**src/rtl/rotor_stepper_if.sv**
```systemverilog
// Key-press, load and rotor-position signals shared by the rotor stepper
// and whoever drives it.
interface rotor_stepper_if;
    logic        STEP_REQ;
    logic        LOAD;
    logic [4:0]  POS_INIT_L;
    logic [4:0]  POS_INIT_M;
    logic [4:0]  POS_INIT_R;
    logic [4:0]  POS_L;
    logic [4:0]  POS_M;
    logic [4:0]  POS_R;
    logic        READY;
    logic        POS_VALID;
    logic        STEP_DONE;
    logic        OVERRUN;
    logic        NOTCH_HIT_L;
    logic [15:0] STEP_COUNT;

    modport master (
        output STEP_REQ, LOAD, POS_INIT_L, POS_INIT_M, POS_INIT_R,
        input  POS_L, POS_M, POS_R, READY, POS_VALID, STEP_DONE, OVERRUN,
        input  NOTCH_HIT_L, STEP_COUNT
    );

    modport slave (
        input  STEP_REQ, LOAD, POS_INIT_L, POS_INIT_M, POS_INIT_R,
        output POS_L, POS_M, POS_R, READY, POS_VALID, STEP_DONE, OVERRUN,
        output NOTCH_HIT_L, STEP_COUNT
    );
endinterface

```
**src/rtl/rotor_stepper.sv**
```systemverilog
// Enigma rotor-position controller: odometer stepping with the middle-rotor
// double step, followed by a settle window before positions are valid again.
module rotor_stepper #(
    parameter int NOTCH_R       = 21,
    parameter int NOTCH_M       = 4,
    parameter int NOTCH_L       = 16,
    parameter int SETTLE_CYCLES = 2
) (
    input  logic             CLK,
    input  logic             RST_N,
    rotor_stepper_if.slave   bus
);
    localparam int         CW          = $clog2(SETTLE_CYCLES + 1);
    localparam logic [CW-1:0] SETTLE_INIT = CW'(SETTLE_CYCLES - 1);
    localparam logic [CW-1:0] CNT_ONE     = CW'(1);
    localparam logic [4:0] NOTCH_R_V   = 5'(NOTCH_R);
    localparam logic [4:0] NOTCH_M_V   = 5'(NOTCH_M);
    localparam logic [4:0] NOTCH_L_V   = 5'(NOTCH_L);

    typedef enum logic {IDLE, SETTLE} state_t;

    state_t        state_q, state_d;
    logic [CW-1:0] cnt_q, cnt_d;
    logic [4:0]    pos_l_q, pos_l_d;
    logic [4:0]    pos_m_q, pos_m_d;
    logic [4:0]    pos_r_q, pos_r_d;
    logic [15:0]   count_q, count_d;
    logic          ready_q, ready_d;
    logic          valid_q, valid_d;
    logic          done_q, done_d;
    logic          overrun_q, overrun_d;

    function automatic logic [4:0] inc_pos(input logic [4:0] p);
        return (p == 5'd25) ? 5'd0 : p + 5'd1;
    endfunction

    // Init values 26..31 fold back into range so positions stay 0..25.
    function automatic logic [4:0] fold_pos(input logic [4:0] p);
        return (p >= 5'd26) ? p - 5'd26 : p;
    endfunction

    always_comb begin
        state_d   = state_q;
        cnt_d     = cnt_q;
        pos_l_d   = pos_l_q;
        pos_m_d   = pos_m_q;
        pos_r_d   = pos_r_q;
        count_d   = count_q;
        ready_d   = ready_q;
        valid_d   = valid_q;
        done_d    = 1'b0;
        overrun_d = overrun_q;
        case (state_q)
            IDLE: begin
                if (bus.LOAD) begin
                    pos_l_d   = fold_pos(bus.POS_INIT_L);
                    pos_m_d   = fold_pos(bus.POS_INIT_M);
                    pos_r_d   = fold_pos(bus.POS_INIT_R);
                    count_d   = 16'd0;
                    overrun_d = 1'b0;
                end else if (bus.STEP_REQ) begin
                    // A middle rotor sitting on its notch drags itself along too.
                    pos_r_d = inc_pos(pos_r_q);
                    if (pos_r_q == NOTCH_R_V || pos_m_q == NOTCH_M_V)
                        pos_m_d = inc_pos(pos_m_q);
                    if (pos_m_q == NOTCH_M_V)
                        pos_l_d = inc_pos(pos_l_q);
                    count_d = count_q + 16'd1;
                    state_d = SETTLE;
                    cnt_d   = SETTLE_INIT;
                    ready_d = 1'b0;
                    valid_d = 1'b0;
                end
            end
            SETTLE: begin
                if (bus.STEP_REQ)
                    overrun_d = 1'b1;
                if (cnt_q == '0) begin
                    state_d = IDLE;
                    done_d  = 1'b1;
                    ready_d = 1'b1;
                    valid_d = 1'b1;
                end else begin
                    cnt_d = cnt_q - CNT_ONE;
                end
            end
            default: begin
                state_d = IDLE;
            end
        endcase
    end

    always_ff @(posedge CLK) begin
        if (!RST_N) begin
            state_q   <= IDLE;
            cnt_q     <= '0;
            pos_l_q   <= 5'd0;
            pos_m_q   <= 5'd0;
            pos_r_q   <= 5'd0;
            count_q   <= 16'd0;
            ready_q   <= 1'b1;
            valid_q   <= 1'b1;
            done_q    <= 1'b0;
            overrun_q <= 1'b0;
        end else begin
            state_q   <= state_d;
            cnt_q     <= cnt_d;
            pos_l_q   <= pos_l_d;
            pos_m_q   <= pos_m_d;
            pos_r_q   <= pos_r_d;
            count_q   <= count_d;
            ready_q   <= ready_d;
            valid_q   <= valid_d;
            done_q    <= done_d;
            overrun_q <= overrun_d;
        end
    end

    assign bus.POS_L       = pos_l_q;
    assign bus.POS_M       = pos_m_q;
    assign bus.POS_R       = pos_r_q;
    assign bus.READY       = ready_q;
    assign bus.POS_VALID   = valid_q;
    assign bus.STEP_DONE   = done_q;
    assign bus.OVERRUN     = overrun_q;
    assign bus.STEP_COUNT  = count_q;
    assign bus.NOTCH_HIT_L = (pos_l_q == NOTCH_L_V);
endmodule
```
**src/flat_wrapper.sv**
```systemverilog
// flat-port wrapper written by rule: the top's interface ports become plain ports
module rotor_stepper_flat 
#(
    parameter int NOTCH_R       = 21,
    parameter int NOTCH_M       = 4,
    parameter int NOTCH_L       = 16,
    parameter int SETTLE_CYCLES = 2
)
  (CLK, RST_N, bus_STEP_REQ, bus_LOAD, bus_POS_INIT_L, bus_POS_INIT_M, bus_POS_INIT_R, bus_POS_L, bus_POS_M, bus_POS_R, bus_READY, bus_POS_VALID, bus_STEP_DONE, bus_OVERRUN, bus_NOTCH_HIT_L, bus_STEP_COUNT);
  rotor_stepper_if bus_i ();
  input  logic CLK;
  input  logic RST_N;
  input wire logic [$bits(bus_i.STEP_REQ)-1:0] bus_STEP_REQ;
  input wire logic [$bits(bus_i.LOAD)-1:0] bus_LOAD;
  input wire logic [$bits(bus_i.POS_INIT_L)-1:0] bus_POS_INIT_L;
  input wire logic [$bits(bus_i.POS_INIT_M)-1:0] bus_POS_INIT_M;
  input wire logic [$bits(bus_i.POS_INIT_R)-1:0] bus_POS_INIT_R;
  output wire logic [$bits(bus_i.POS_L)-1:0] bus_POS_L;
  output wire logic [$bits(bus_i.POS_M)-1:0] bus_POS_M;
  output wire logic [$bits(bus_i.POS_R)-1:0] bus_POS_R;
  output wire logic [$bits(bus_i.READY)-1:0] bus_READY;
  output wire logic [$bits(bus_i.POS_VALID)-1:0] bus_POS_VALID;
  output wire logic [$bits(bus_i.STEP_DONE)-1:0] bus_STEP_DONE;
  output wire logic [$bits(bus_i.OVERRUN)-1:0] bus_OVERRUN;
  output wire logic [$bits(bus_i.NOTCH_HIT_L)-1:0] bus_NOTCH_HIT_L;
  output wire logic [$bits(bus_i.STEP_COUNT)-1:0] bus_STEP_COUNT;
  assign bus_i.STEP_REQ = bus_STEP_REQ;
  assign bus_i.LOAD = bus_LOAD;
  assign bus_i.POS_INIT_L = bus_POS_INIT_L;
  assign bus_i.POS_INIT_M = bus_POS_INIT_M;
  assign bus_i.POS_INIT_R = bus_POS_INIT_R;
  assign bus_POS_L = bus_i.POS_L;
  assign bus_POS_M = bus_i.POS_M;
  assign bus_POS_R = bus_i.POS_R;
  assign bus_READY = bus_i.READY;
  assign bus_POS_VALID = bus_i.POS_VALID;
  assign bus_STEP_DONE = bus_i.STEP_DONE;
  assign bus_OVERRUN = bus_i.OVERRUN;
  assign bus_NOTCH_HIT_L = bus_i.NOTCH_HIT_L;
  assign bus_STEP_COUNT = bus_i.STEP_COUNT;
  rotor_stepper #(.NOTCH_R(NOTCH_R), .NOTCH_M(NOTCH_M), .NOTCH_L(NOTCH_L), .SETTLE_CYCLES(SETTLE_CYCLES)) u_core (.CLK(CLK), .RST_N(RST_N), .bus(bus_i));
endmodule
```
**config.mk**
```make
export PLATFORM = sky130hd
export DESIGN_NAME = rotor_stepper_flat
export DESIGN_NICKNAME = d
export VERILOG_FILES = /design/src/rtl/rotor_stepper_if.sv /design/src/rtl/rotor_stepper.sv /design/src/flat_wrapper.sv
export SDC_FILE = /design/constraint.sdc
export NUM_CORES = 1
export LEC_CHECK = 0
export ABC_CLOCK_PERIOD_IN_PS = 1410
export CORE_MARGIN = 2
export CORE_UTILIZATION = 46
export CTS_CLUSTER_DIAMETER = 100
export DETAILED_ROUTE_END_ITERATION = 10
export GPL_TIMING_DRIVEN = 0
export MAX_ROUTING_LAYER = met4
export PLACE_DENSITY = 0.81
export RECOVER_POWER = 50
export SLEW_MARGIN = 20
export SYNTH_ARGS = -nofsm -noshare
export SYNTH_HDL_FRONTEND = slang
export SYNTH_SLANG_ARGS = --single-unit
export TNS_END_PERCENT = 30
```
**constraint.sdc**
```tcl
create_clock -name CLK -period 1.41 [get_ports CLK]
set_input_delay 0.141 -clock CLK [delete_from_list [all_inputs] [get_ports CLK]]
set_output_delay 0.141 -clock CLK [all_outputs]
set_load 0.01 [all_outputs]
```
==> flow_metrics.env, run 1 <==
export IMPL_max_freq_mhz=605
export IMPL_post_route_period_util=1.17
export IMPL_antenna_found_initial=0
export IMPL_clk_pin_slew_ns=0.07
export IMPL_clock_skew_ns=0.00839
export IMPL_setup_viol=29
export IMPL_async_flop_share=0
export IMPL_drtAntennaViolNets=0
export IMPL_r2r_cells=5
export IMPL_syn_area_mm2=0.00241
export IMPL_min_to="u_core.bus.READY$_SDFFE_PN1P_"
export IMPL_wl_per_cell_um=18.2
export IMPL_hold_path_depth=2
export IMPL_fp_dieH_um=76.4
export IMPL_rows=26
export IMPL_r2r_end="u_core.bus.STEP_COUNT[15]$_SDFFE_PN0P_"
export IMPL_finalHoldViolCount=0
export IMPL_syn_avg_cell_area_um2=7.76
export IMPL_reg2reg_slack_ns=-0.24
export IMPL_route_detailed_drc=0
export IMPL_fin_util=0.750
export IMPL_placed_cell_area_mm2=0.00310
export IMPL_synth_warnings=0
export IMPL_p_leak_nw=1.42
export IMPL_synth_nets=343
export IMPL_fill_cells=363
export IMPL_worstHoldStart="RST_N"
export IMPL_timing_rr_start="u_core.state_q$_SDFF_PN0_"
export IMPL_via_count=3023
export IMPL_yosysTopAreaCell="dfxtp_1"
export IMPL_synth_edf_count=0
export IMPL_grt_pass1_vias=2721
export IMPL_drive_gt1_frac=0.322
export IMPL_synth_ff_type="dfxtp_1"
export IMPL_hpwl_um=4930
export IMPL_hold_path_class="in -> reg"
export IMPL_cp_end_kind="flip-flop"
export IMPL_rsz0062_at_grt="yes"
export IMPL_failed_checks="negative setup slack"
export IMPL_first_iter_violations=326
export IMPL_root_buffer="clkbuf_8"
export IMPL_die_area_mm2=0.00584
export IMPL_max_slew_margin=0.494
export IMPL_cp_required_ns=1.62
export IMPL_insertion_delay_ns=0.29
export IMPL_die_w_um=76.4
export IMPL_vias_per_cell=6.46
export IMPL_numCtsBuffers=5
export IMPL_slew_violations=0
export IMPL_ys_ff_latch=37
export IMPL_ir_worst_vdd_uv=490
export IMPL_synth_most_common_cell="dfxtp_1"
export IMPL_syn_inst=311
export IMPL_power_density_mw_per_mm2=706
export IMPL_gr_usage_all_layers=0.263
export IMPL_maxCapViolCount=0
export IMPL_netlist_top_cells_area="dfxtp_1 (31%), ha_1 (6.7%), o21ai_0 (5.6%)"
export IMPL_clock_path_buffers=2
export IMPL_path_max_fanout=4
export IMPL_cts_max_level=2
export IMPL_tightestPinTransition_ns=0.759
export IMPL_cp_arrival_ns=1.86
export IMPL_grt_pass1_wl_um=12500
export IMPL_critPathLaunchType="flip-flop"
export IMPL_cts_tree="built"
export IMPL_period_needed_ns=1.65
export IMPL_start_util=0.475
export IMPL_core_area_mm2=0.00507
export IMPL_synthToLayoutAreaGrowth_pct=57.8
export IMPL_layout_nets=429
export IMPL_path_class="reg -> reg"
export IMPL_regArea_um2=817
export IMPL_synth_top_cells_by_count="dfxtp_1 (37), o21ai_0 (27), nand3_1 (26), a21oi_1 (23), nand2_1 (20)"
export IMPL_io_pins=55
export IMPL_finalWorstSetupSlack_ns=-0.243
export IMPL_ys_types=56
export IMPL_portBuffers=53
export IMPL_multi_input_area_mm2=0.00185
export IMPL_first_pass_iters=8
export IMPL_place_congestion=0.911
export IMPL_antenna_diode_count=0
export IMPL_drt_total_wl_um=8530
export IMPL_overflow=0
export IMPL_ys_seq_area_frac=0.307
export IMPL_grt_max_degree=12
export IMPL_yosysTopAreaCellShare=0.307
export IMPL_fin_area_mm2=0.00381
export IMPL_status="finished with violations"
export IMPL_cts_sinks=37
layout make-up:
type                    count  share of cell area
plain buffers              16              0.0388
clock buffers               7              0.0253
clock inverters             1             0.00131
inverters                  18              0.0181
multi-input cells         240               0.487
flip-flops and latches     37               0.215
well taps                  70              0.0230
repair buffers             79               0.192
cells by family after synthesis:
logic type      Yosys count  share of synthesized area
simple gates            123                      0.288
compound gates          104                      0.281
flops                    37                      0.307
buf+inv                  34                     0.0565
fa+ha+maj                13                     0.0674
metrics by stage:
step | total power [mW] | hold WS, ns | std cells | setup TNS [ns] | setup WS, ns
3_5_place_dp | 1.69 | 0.484 | 434 | -19.02 | -0.674
4_1_cts | 2.60 | 0.216 | 457 | -2.17 | -0.228
6_report | 2.69 | 0.234 | 468 | -3.25 | -0.243
2_1_floorplan | 1.45 | 0.295 | 311 | -0.438 | -0.0899
3_3_place_gp | 1.67 | 0.475 | 434 | -19.13 | -0.650
5_1_grt | 2.78 | 0.245 | 468 | -5.09 | -0.278
routing by layer:
layer / global-route usage / vias up / part of all wire / wire, µm
met3: 0.0462 / 31 / 0.082 / 696
met2: 0.452 / 187 / 0.49 / 4180
li1: - / 1368 / - / -
met1: 0.311 / 1437 / 0.40 / 3410
met5: - / - / 0 / 0
met4: 0.0891 / 0 / 0.027 / 234
flip-flops by register name (all words and copies together), names as in the netlist, 2 cells and up:
register	count
u_core.bus.STEP_COUNT	16
u_core.bus.POS_R	5
u_core.cnt_q	2
u_core.bus.POS_M	5
u_core.bus.POS_L	5
timing repair:
item,CTS,global route
setup endpoints to repair,53,46
pin swaps,20,10
resized for setup,93,48
hold buffers,0,0
buffers inserted,14,10
cloned,1,1
how the worst max path moves through the flow:
stage | start | to | slack [ns] | cells past startpoint
after floorplan | u_core.state_q$_SDFF_PN0_ | u_core.bus.STEP_COUNT[15]$_SDFFE_PN0P_ | -0.09 | 5
after global placement | bus_LOAD | u_core.bus.POS_R[2]$_SDFFE_PN0P_ | -0.65 | 6
after detailed placement | bus_STEP_REQ | u_core.bus.STEP_COUNT[15]$_SDFFE_PN0P_ | -0.67 | 6
after CTS | u_core.state_q$_SDFF_PN0_ | u_core.bus.STEP_COUNT[15]$_SDFFE_PN0P_ | -0.23 | 5
after global routing | u_core.bus.STEP_COUNT[6]$_SDFFE_PN0P_ | u_core.bus.STEP_COUNT[15]$_SDFFE_PN0P_ | -0.28 | 5
final | u_core.state_q$_SDFF_PN0_ | u_core.bus.STEP_COUNT[15]$_SDFFE_PN0P_ | -0.24 | 5
where the power goes:
group	switching (mW)	internal, mW
combinational	0.353	0.342
sequential	0.0735	1.08
clock	0.399	0.443
worst max-delay path, cell delays in order (launching register included):
cell and delay, ns:
dfxtp_4 0.36, or3b_1 0.36, buf_6 0.15, nor2_2 0.06
or4b_4 0.47, a31oi_4 0.17
layout by cell type, fill, tap and decap left out, types with 13 or more instances in the layout:
| master | count |
|---|---|
| nor2_1 | 15 |
| o21ai_0 | 15 |
| inv_1 | 13 |
| nand3_1 | 23 |
| a21oi_1 | 19 |
| dfxtp_2 | 13 |
| dfxtp_4 | 16 |
| clkdlybuf4s50_1 | 38 |
| buf_4 | 26 |
| nand2_1 | 20 |
(Power assumes the default switching activity.)
==> run 2: changes to the inputs <==
--- a/config.mk
+++ b/config.mk
@@ -5,6 +5,7 @@
 export SDC_FILE = /design/constraint.sdc
 export NUM_CORES = 1
 export LEC_CHECK = 0
+export ABC_AREA = 1
 export ABC_CLOCK_PERIOD_IN_PS = 1410
 export CORE_MARGIN = 2
 export CORE_UTILIZATION = 46
@@ -12,7 +13,7 @@
 export DETAILED_ROUTE_END_ITERATION = 10
 export GPL_TIMING_DRIVEN = 0
 export MAX_ROUTING_LAYER = met4
-export PLACE_DENSITY = 0.81
+export PLACE_DENSITY = 0.8
 export RECOVER_POWER = 50
 export SLEW_MARGIN = 20
 export SYNTH_ARGS = -nofsm -noshare
==> run 2 against run 1 <==
Effect of this change:
- the run now ends clean
- synthesized cell count grew 31%
- clock skew shrank 0.0016 ns
- via count shrank 7.3%
- setup slack gained 0.26 ns
- critical path depth shrank 4
- core utilization shrank 13 points
- non-clock buffer count shrank 29
- clock power shrank 12%
- register-to-register slack gained 0.26 ns
- die area grew 4.9%
- fmax grew 19%
- hold slack gained 0.018 ns
- critical endpoint is now bus_STEP_COUNT[7]
==> flow_metrics.env, run 2 <==
export IMPL_syn_inst=406
export IMPL_final_cell_mix="nand2_1 (102), inv_1 (56), nor2_1 (46), clkdlybuf4s50_1 (41), nand3_1 (36)"
export IMPL_setup_viol=0
export IMPL_worstPathCellList="clkdlybuf4s50_1"
export IMPL_drtAntennaViolNets=0
export IMPL_critPathBufInv=1
export IMPL_synth_most_common_cell="nand2_1"
export IMPL_cp_end_kind="primary output"
export IMPL_first_pass_iters=4
export IMPL_hpwl_um=4660
export IMPL_timing_rr_start="u_core.bus.POS_M[0]$_SDFFE_PN0P_"
export IMPL_synth_top_cells_by_count="nand2_1 (104), inv_1 (59), nor2_1 (51), dfxtp_1 (37), nand3_1 (36)"
export IMPL_cp_arrival_ns=1.25
export IMPL_power_density_mw_per_mm2=760
export IMPL_rsz0062_at_grt="yes"
export IMPL_core_area_mm2=0.00541
export IMPL_clock_path_buffers=2
export IMPL_r2r_end="u_core.bus.POS_L[4]$_SDFFE_PN0P_"
export IMPL_min_to="u_core.bus.OVERRUN$_SDFFE_PN0P_"
export IMPL_antenna_found_initial=0
export IMPL_grt_pass1_vias=2518
export IMPL_period_needed_ns=1.39
export IMPL_r2r_cells=10
export IMPL_layout_nets=504
export IMPL_vias_per_cell=5.15
export IMPL_cp_depth=1
export IMPL_io_pins=55
export IMPL_yosysTopAreaCell="dfxtp_1"
export IMPL_final_common_cell="nand2_1"
export IMPL_rows=27
export IMPL_finalHoldViolCount=0
export IMPL_route_detailed_drc=0
export IMPL_max_slew_margin=0.677
export IMPL_syn_area_mm2=0.00254
export IMPL_syn_avg_cell_area_um2=6.25
export IMPL_slew_violations=0
export IMPL_grt_max_degree=11
export IMPL_largest_register_ffs=16
export IMPL_async_flop_share=0
export IMPL_cts_tree="built"
export IMPL_drt_total_wl_um=6630
export IMPL_p_leak_nw=1.50
export IMPL_slowest_delay_ns=0.57
export IMPL_instances_no_fill=544
export IMPL_path_delay_family="buffers and inverters"
export IMPL_placed_cell_area_mm2=0.00316
export IMPL_portBuffers=53
export IMPL_die_w_um=78.3
export IMPL_cp_required_ns=1.27
export IMPL_hold_path_class="in -> reg"
export IMPL_tightestPinTransition_ns=0.484
export IMPL_place_congestion=0.885
export IMPL_via_count=2801
export IMPL_path_class="reg -> out"
export IMPL_synth_warnings=0
export IMPL_synth_edf_count=0
export IMPL_post_route_period_util=0.988
export IMPL_maxCapViolCount=0
export IMPL_cts_sinks=37
export IMPL_slowest_stage="clkdlybuf4s50_1"
export IMPL_netlist_top_cells_area="dfxtp_1 (29%), nand2_1 (15%), inv_1 (8.7%)"
export IMPL_hold_path_depth=3
export IMPL_insertion_delay_ns=0.29
export IMPL_clk_pin_slew_ns=0.07
export IMPL_gr_usage_all_layers=0.220
export IMPL_cts_max_level=2
export IMPL_overflow=0
export IMPL_first_iter_violations=159
export IMPL_start_util=0.469
export IMPL_numCtsBuffers=5
export IMPL_die_area_mm2=0.00612
export IMPL_path_max_fanout=5
export IMPL_reg2reg_slack_ns=0.02
export IMPL_synth_ff_type="dfxtp_1"
export IMPL_yosysTopAreaCellShare=0.292
export IMPL_synth_nets=438
export IMPL_max_freq_mhz=718
export IMPL_worstHoldStart="bus_STEP_REQ"
export IMPL_fin_area_mm2=0.00337
export IMPL_antenna_diode_count=0
export IMPL_whs_ns=0.253
export IMPL_cts_hold_repair_buffers=0
export IMPL_wl_per_cell_um=12.2
export IMPL_root_buffer="clkbuf_8"
export IMPL_fin_util=0.624
export IMPL_ir_worst_vdd_uv=440
export IMPL_synthToLayoutAreaGrowth_pct=33.0
export IMPL_fp_dieH_um=78.3
export IMPL_critPathLaunchType="flip-flop"
export IMPL_numPlacedInstances=531
export IMPL_status="finished, final reports clean"
export IMPL_drive_gt1_frac=0.153
export IMPL_ys_types=33
export IMPL_grt_pass1_wl_um=10800
export IMPL_ys_seq_area_frac=0.292
export IMPL_p_total_mw=2.56
export IMPL_clock_skew_ns=0.00676
export IMPL_ys_ff_latch=37
## run 2: how the worst max path moves through the flow
stage                                     startpoint                                     to  slack [ns]
3_5_place_dp                       bus_POS_INIT_R[1]       u_core.bus.POS_R[1]$_SDFFE_PN0P_       -0.18
5_1_grt        u_core.bus.STEP_COUNT[1]$_SDFFE_PN0P_  u_core.bus.STEP_COUNT[8]$_SDFFE_PN0P_       -0.05
6_report       u_core.bus.STEP_COUNT[7]$_SDFFE_PN0P_                      bus_STEP_COUNT[7]        0.02
3_3_place_gp                            bus_STEP_REQ  u_core.bus.STEP_COUNT[7]$_SDFFE_PN0P_       -0.15
4_1_cts             u_core.bus.POS_L[0]$_SDFFE_PN0P_                        bus_NOTCH_HIT_L       -0.03
2_1_floorplan  u_core.bus.STEP_COUNT[1]$_SDFFE_PN0P_  u_core.bus.STEP_COUNT[8]$_SDFFE_PN0P_        0.06
## run 2: cells by family (layout without fill, tap and decap cells)
kind of cell	after synthesis	in the layout	share of synthesized area
AOI/OAI and AO/OA	74	74	0.164
xor gates and xnor gates	3	3	0.0104
adders and majority gates	13	13	0.0641
buffers and inverters	72	137	0.114
DFF	37	37	0.292
and+or+nand+nor	207	208	0.355
## run 2: power by group
group | switching (mW) | leakage [nW] | internal (mW)
clock network | 0.356 | 0.0443 | 0.388
logic | 0.351 | 1.14 | 0.291
registers | 0.0723 | 0.313 | 1.11
## run 2: cell type report
class                           count  area [µm²]
Fill cell                         507        2030
Multi-Input combinational cell    298        1560
Clock buffer                        7        86.3
Sequential cell                    37         778
Buffer                              8        45.0
Timing Repair Buffer               58         569
Tap cell                           72        90.1
Inverter                           64         240
## run 2: metrics by stage
| stage | TNS, ns | setup slack (ns) |
|---|---|---|
| after global placement | -3.13 | -0.153 |
| after global routing | -0.459 | -0.0498 |
| after floorplan | 0 | 0.0603 |
| final | 0 | 0.0174 |
| after CTS | -0.0277 | -0.0277 |
| after detailed placement | -4.04 | -0.184 |
## run 2: worst register-to-register path, delay by kind of cell, from the launching register on
| family | cells | cell delay [ns] |
|---|---|---|
| AND/OR/NAND/NOR | 4 | 0.44 |
| AO/OA/AOI/OAI | 1 | 0.06 |
| buffers and inverters | 4 | 0.29 |
| flip-flops | 1 | 0.36 |
| adder cells (fa/ha/maj) | 1 | 0.13 |
## run 2: routing by layer
layer,global-route usage,wire length (µm)
met1,0.278,2960
met4,0.0789,53
met3,0.0368,405
met5,-,0
met2,0.357,3210
## run 2: timing repair
action / in CTS / in global routing
cloned: 0 / 1
setup endpoints to repair: 25 / 33
pin swaps: 0 / 8
buffers inserted: 0 / 5
resized for setup: 27 / 38
==> run 3: changes to the inputs <==
--- a/config.mk
+++ b/config.mk
@@ -8,12 +8,12 @@
 export ABC_AREA = 1
 export ABC_CLOCK_PERIOD_IN_PS = 1410
 export CORE_MARGIN = 2
-export CORE_UTILIZATION = 46
+export CORE_UTILIZATION = 27
 export CTS_CLUSTER_DIAMETER = 100
 export DETAILED_ROUTE_END_ITERATION = 10
 export GPL_TIMING_DRIVEN = 0
 export MAX_ROUTING_LAYER = met4
-export PLACE_DENSITY = 0.8
+export PLACE_DENSITY = 0.54
 export RECOVER_POWER = 50
 export SLEW_MARGIN = 20
 export SYNTH_ARGS = -nofsm -noshare
==> run 3 against run 2 <==
Effect of this change:
- power grew 1.8%
- setup slack gained 0.021 ns
- global-route usage shrank 7.3 points
- critical endpoint is now bus_POS_L[0]
- first-iteration DRC count shrank 47%
- register-to-register slack gained 0.07 ns
- highest routed layer unchanged
- combinational power is essentially flat
- sequential share of layout area grew 0.20 points
==> flow_metrics.env, run 3 (same netlist as run 2, synthesis figures left out) <==
export IMPL_status="finished, final reports clean"
export IMPL_place_congestion=0.863
export IMPL_power_density_mw_per_mm2=759
export IMPL_route_detailed_drc=0
export IMPL_cts_max_level=2
export IMPL_whs_ns=0.284
export IMPL_worstHoldStart="bus_LOAD"
export IMPL_cp_end_kind="primary output"
export IMPL_critPathBufInv=1
export IMPL_drt_total_wl_um=7160
export IMPL_portBuffers=53
export IMPL_clk_pin_slew_ns=0.09
export IMPL_clock_skew_ns=0.00684
export IMPL_first_iter_violations=85
export IMPL_start_util=0.276
export IMPL_finalHoldViolCount=0
export IMPL_cts_sinks=37
export IMPL_antenna_diode_count=0
export IMPL_rows=35
export IMPL_tightestPinTransition_ns=0.593
export IMPL_max_slew_margin=0.605
export IMPL_p_total_mw=2.61
export IMPL_hold_path_depth=3
export IMPL_max_freq_mhz=729
export IMPL_cp_required_ns=1.27
export IMPL_root_buffer="clkbuf_8"
export IMPL_ir_worst_vdd_uv=373
export IMPL_path_max_fanout=6
export IMPL_post_route_period_util=0.973
export IMPL_cts_tree="built"
export IMPL_rsz0062_at_grt="yes"
export IMPL_final_cell_mix="nand2_1 (98), inv_1 (56), nor2_1 (43), clkdlybuf4s50_1 (39), nand3_1 (36)"
export IMPL_hold_path_class="in -> reg"
export IMPL_setup_viol=0
export IMPL_final_common_cell="nand2_1"
export IMPL_via_count=2735
export IMPL_reg2reg_slack_ns=0.09
export IMPL_grt_max_degree=14
export IMPL_clock_path_buffers=2
export IMPL_numCtsBuffers=5
export IMPL_io_pins=55
export IMPL_cp_arrival_ns=1.23
export IMPL_period_needed_ns=1.37
export IMPL_die_w_um=101
export IMPL_critPathLaunchType="flip-flop"
export IMPL_vias_per_cell=4.71
export IMPL_fin_setup_tns_ns=0
export IMPL_wl_per_cell_um=12.3
export IMPL_drtAntennaViolNets=0
export IMPL_path_class="reg -> out"
export IMPL_min_to="u_core.bus.POS_R[0]$_SDFFE_PN0P_"
export IMPL_grt_pass1_vias=2560
export IMPL_synthToLayoutAreaGrowth_pct=35.6
export IMPL_path_delay_family="buffers and inverters"
export IMPL_r2r_end="u_core.bus.POS_M[4]$_SDFFE_PN0P_"
export IMPL_grt_pass1_wl_um=11800
export IMPL_overflow=0
export IMPL_insertion_delay_ns=0.29
export IMPL_placed_cell_area_mm2=0.00321
export IMPL_drive_gt1_frac=0.187
export IMPL_layout_nets=501
export IMPL_die_area_mm2=0.0102
export IMPL_cts_hold_repair_buffers=0
export IMPL_slowest_delay_ns=0.54
export IMPL_core_area_mm2=0.00920
export IMPL_gr_usage_all_layers=0.147
export IMPL_largest_register_ffs=16
export IMPL_worstPathCellList="clkdlybuf4s50_1"
export IMPL_slowest_stage="clkdlybuf4s50_1"
export IMPL_antenna_found_initial=0
export IMPL_fin_area_mm2=0.00344
export IMPL_p_leak_nw=1.48
export IMPL_maxCapViolCount=0
export IMPL_timing_rr_start="u_core.bus.POS_M[1]$_SDFFE_PN0P_"
export IMPL_r2r_cells=9
export IMPL_fp_dieH_um=101
export IMPL_slew_violations=0
export IMPL_hpwl_um=5240
export IMPL_first_pass_iters=4
[run 3: power breakdown]
| part | leakage, nW | internal, mW | switching (mW) | total, mW |
|---|---|---|---|---|
| registers | 0.318 | 1.10 | 0.0766 | 1.18 |
| clock network | 0.0364 | 0.348 | 0.442 | 0.789 |
| logic | 1.13 | 0.292 | 0.351 | 0.643 |
[run 3: what timing repair did]
action,4_1_cts,5_1_grt
setup endpoints to repair,37,35
resized for setup,36,54
setup buffers,0,3
pin swaps,0,7
[run 3: tightest hold or removal path: cells and delay by family]
family / cells / cell delay, ns
AO/OA/AOI/OAI: 2 / 0.22
buffers and inverters: 1 / 0.18
[run 3: how the worst max path moves through the flow]
stage                                           from                               endpoint  slack (ns)  cells past startpoint
6_report            u_core.bus.POS_L[0]$_SDFFE_PN0P_                           bus_POS_L[0]        0.04                      1
5_1_grt             u_core.bus.POS_L[0]$_SDFFE_PN0P_                        bus_NOTCH_HIT_L       -0.03                      5
4_1_cts             u_core.bus.POS_L[0]$_SDFFE_PN0P_                        bus_NOTCH_HIT_L       -0.04                      5
3_5_place_dp                            bus_STEP_REQ  u_core.bus.STEP_COUNT[7]$_SDFFE_PN0P_       -0.22                      5
3_3_place_gp                            bus_STEP_REQ  u_core.bus.STEP_COUNT[7]$_SDFFE_PN0P_       -0.22                      5
2_1_floorplan  u_core.bus.STEP_COUNT[1]$_SDFFE_PN0P_  u_core.bus.STEP_COUNT[8]$_SDFFE_PN0P_        0.06                      8
[run 3: stage by stage]
| stage | worst slack, ns | util | std cells |
|---|---|---|---|
| 6_report | 0.0385 | 0.374 | 581 |
| 3_3_place_gp | -0.224 | 0.349 | 570 |
| 3_5_place_dp | -0.224 | 0.349 | 570 |
| 5_1_grt | -0.0328 | 0.374 | 581 |
| 2_1_floorplan | 0.0603 | - | 406 |
| 4_1_cts | -0.0407 | 0.363 | 578 |
[run 3: cell type report]
cell class | count | area (µm²)
Tap cell | 111 | 139
Timing Repair Buffer | 56 | 551
Fill cell | 1032 | 5760
Multi-Input combinational cell | 297 | 1570
Clock inverter | 3 | 22.5
Clock buffer | 5 | 68.8
Sequential cell | 37 | 801
Inverter | 64 | 240
Buffer | 8 | 50.0
[run 3: metal layers]
layer | track usage | part of all wire | vias to the layer above
li1 | - | - | 1424
met1 | 0.183 | 0.47 | 1259
met2 | 0.250 | 0.48 | 46
met3 | 0.0236 | 0.035 | 6
met4 | 0.0374 | 0.013 | 0
met5 | - | 0 | -
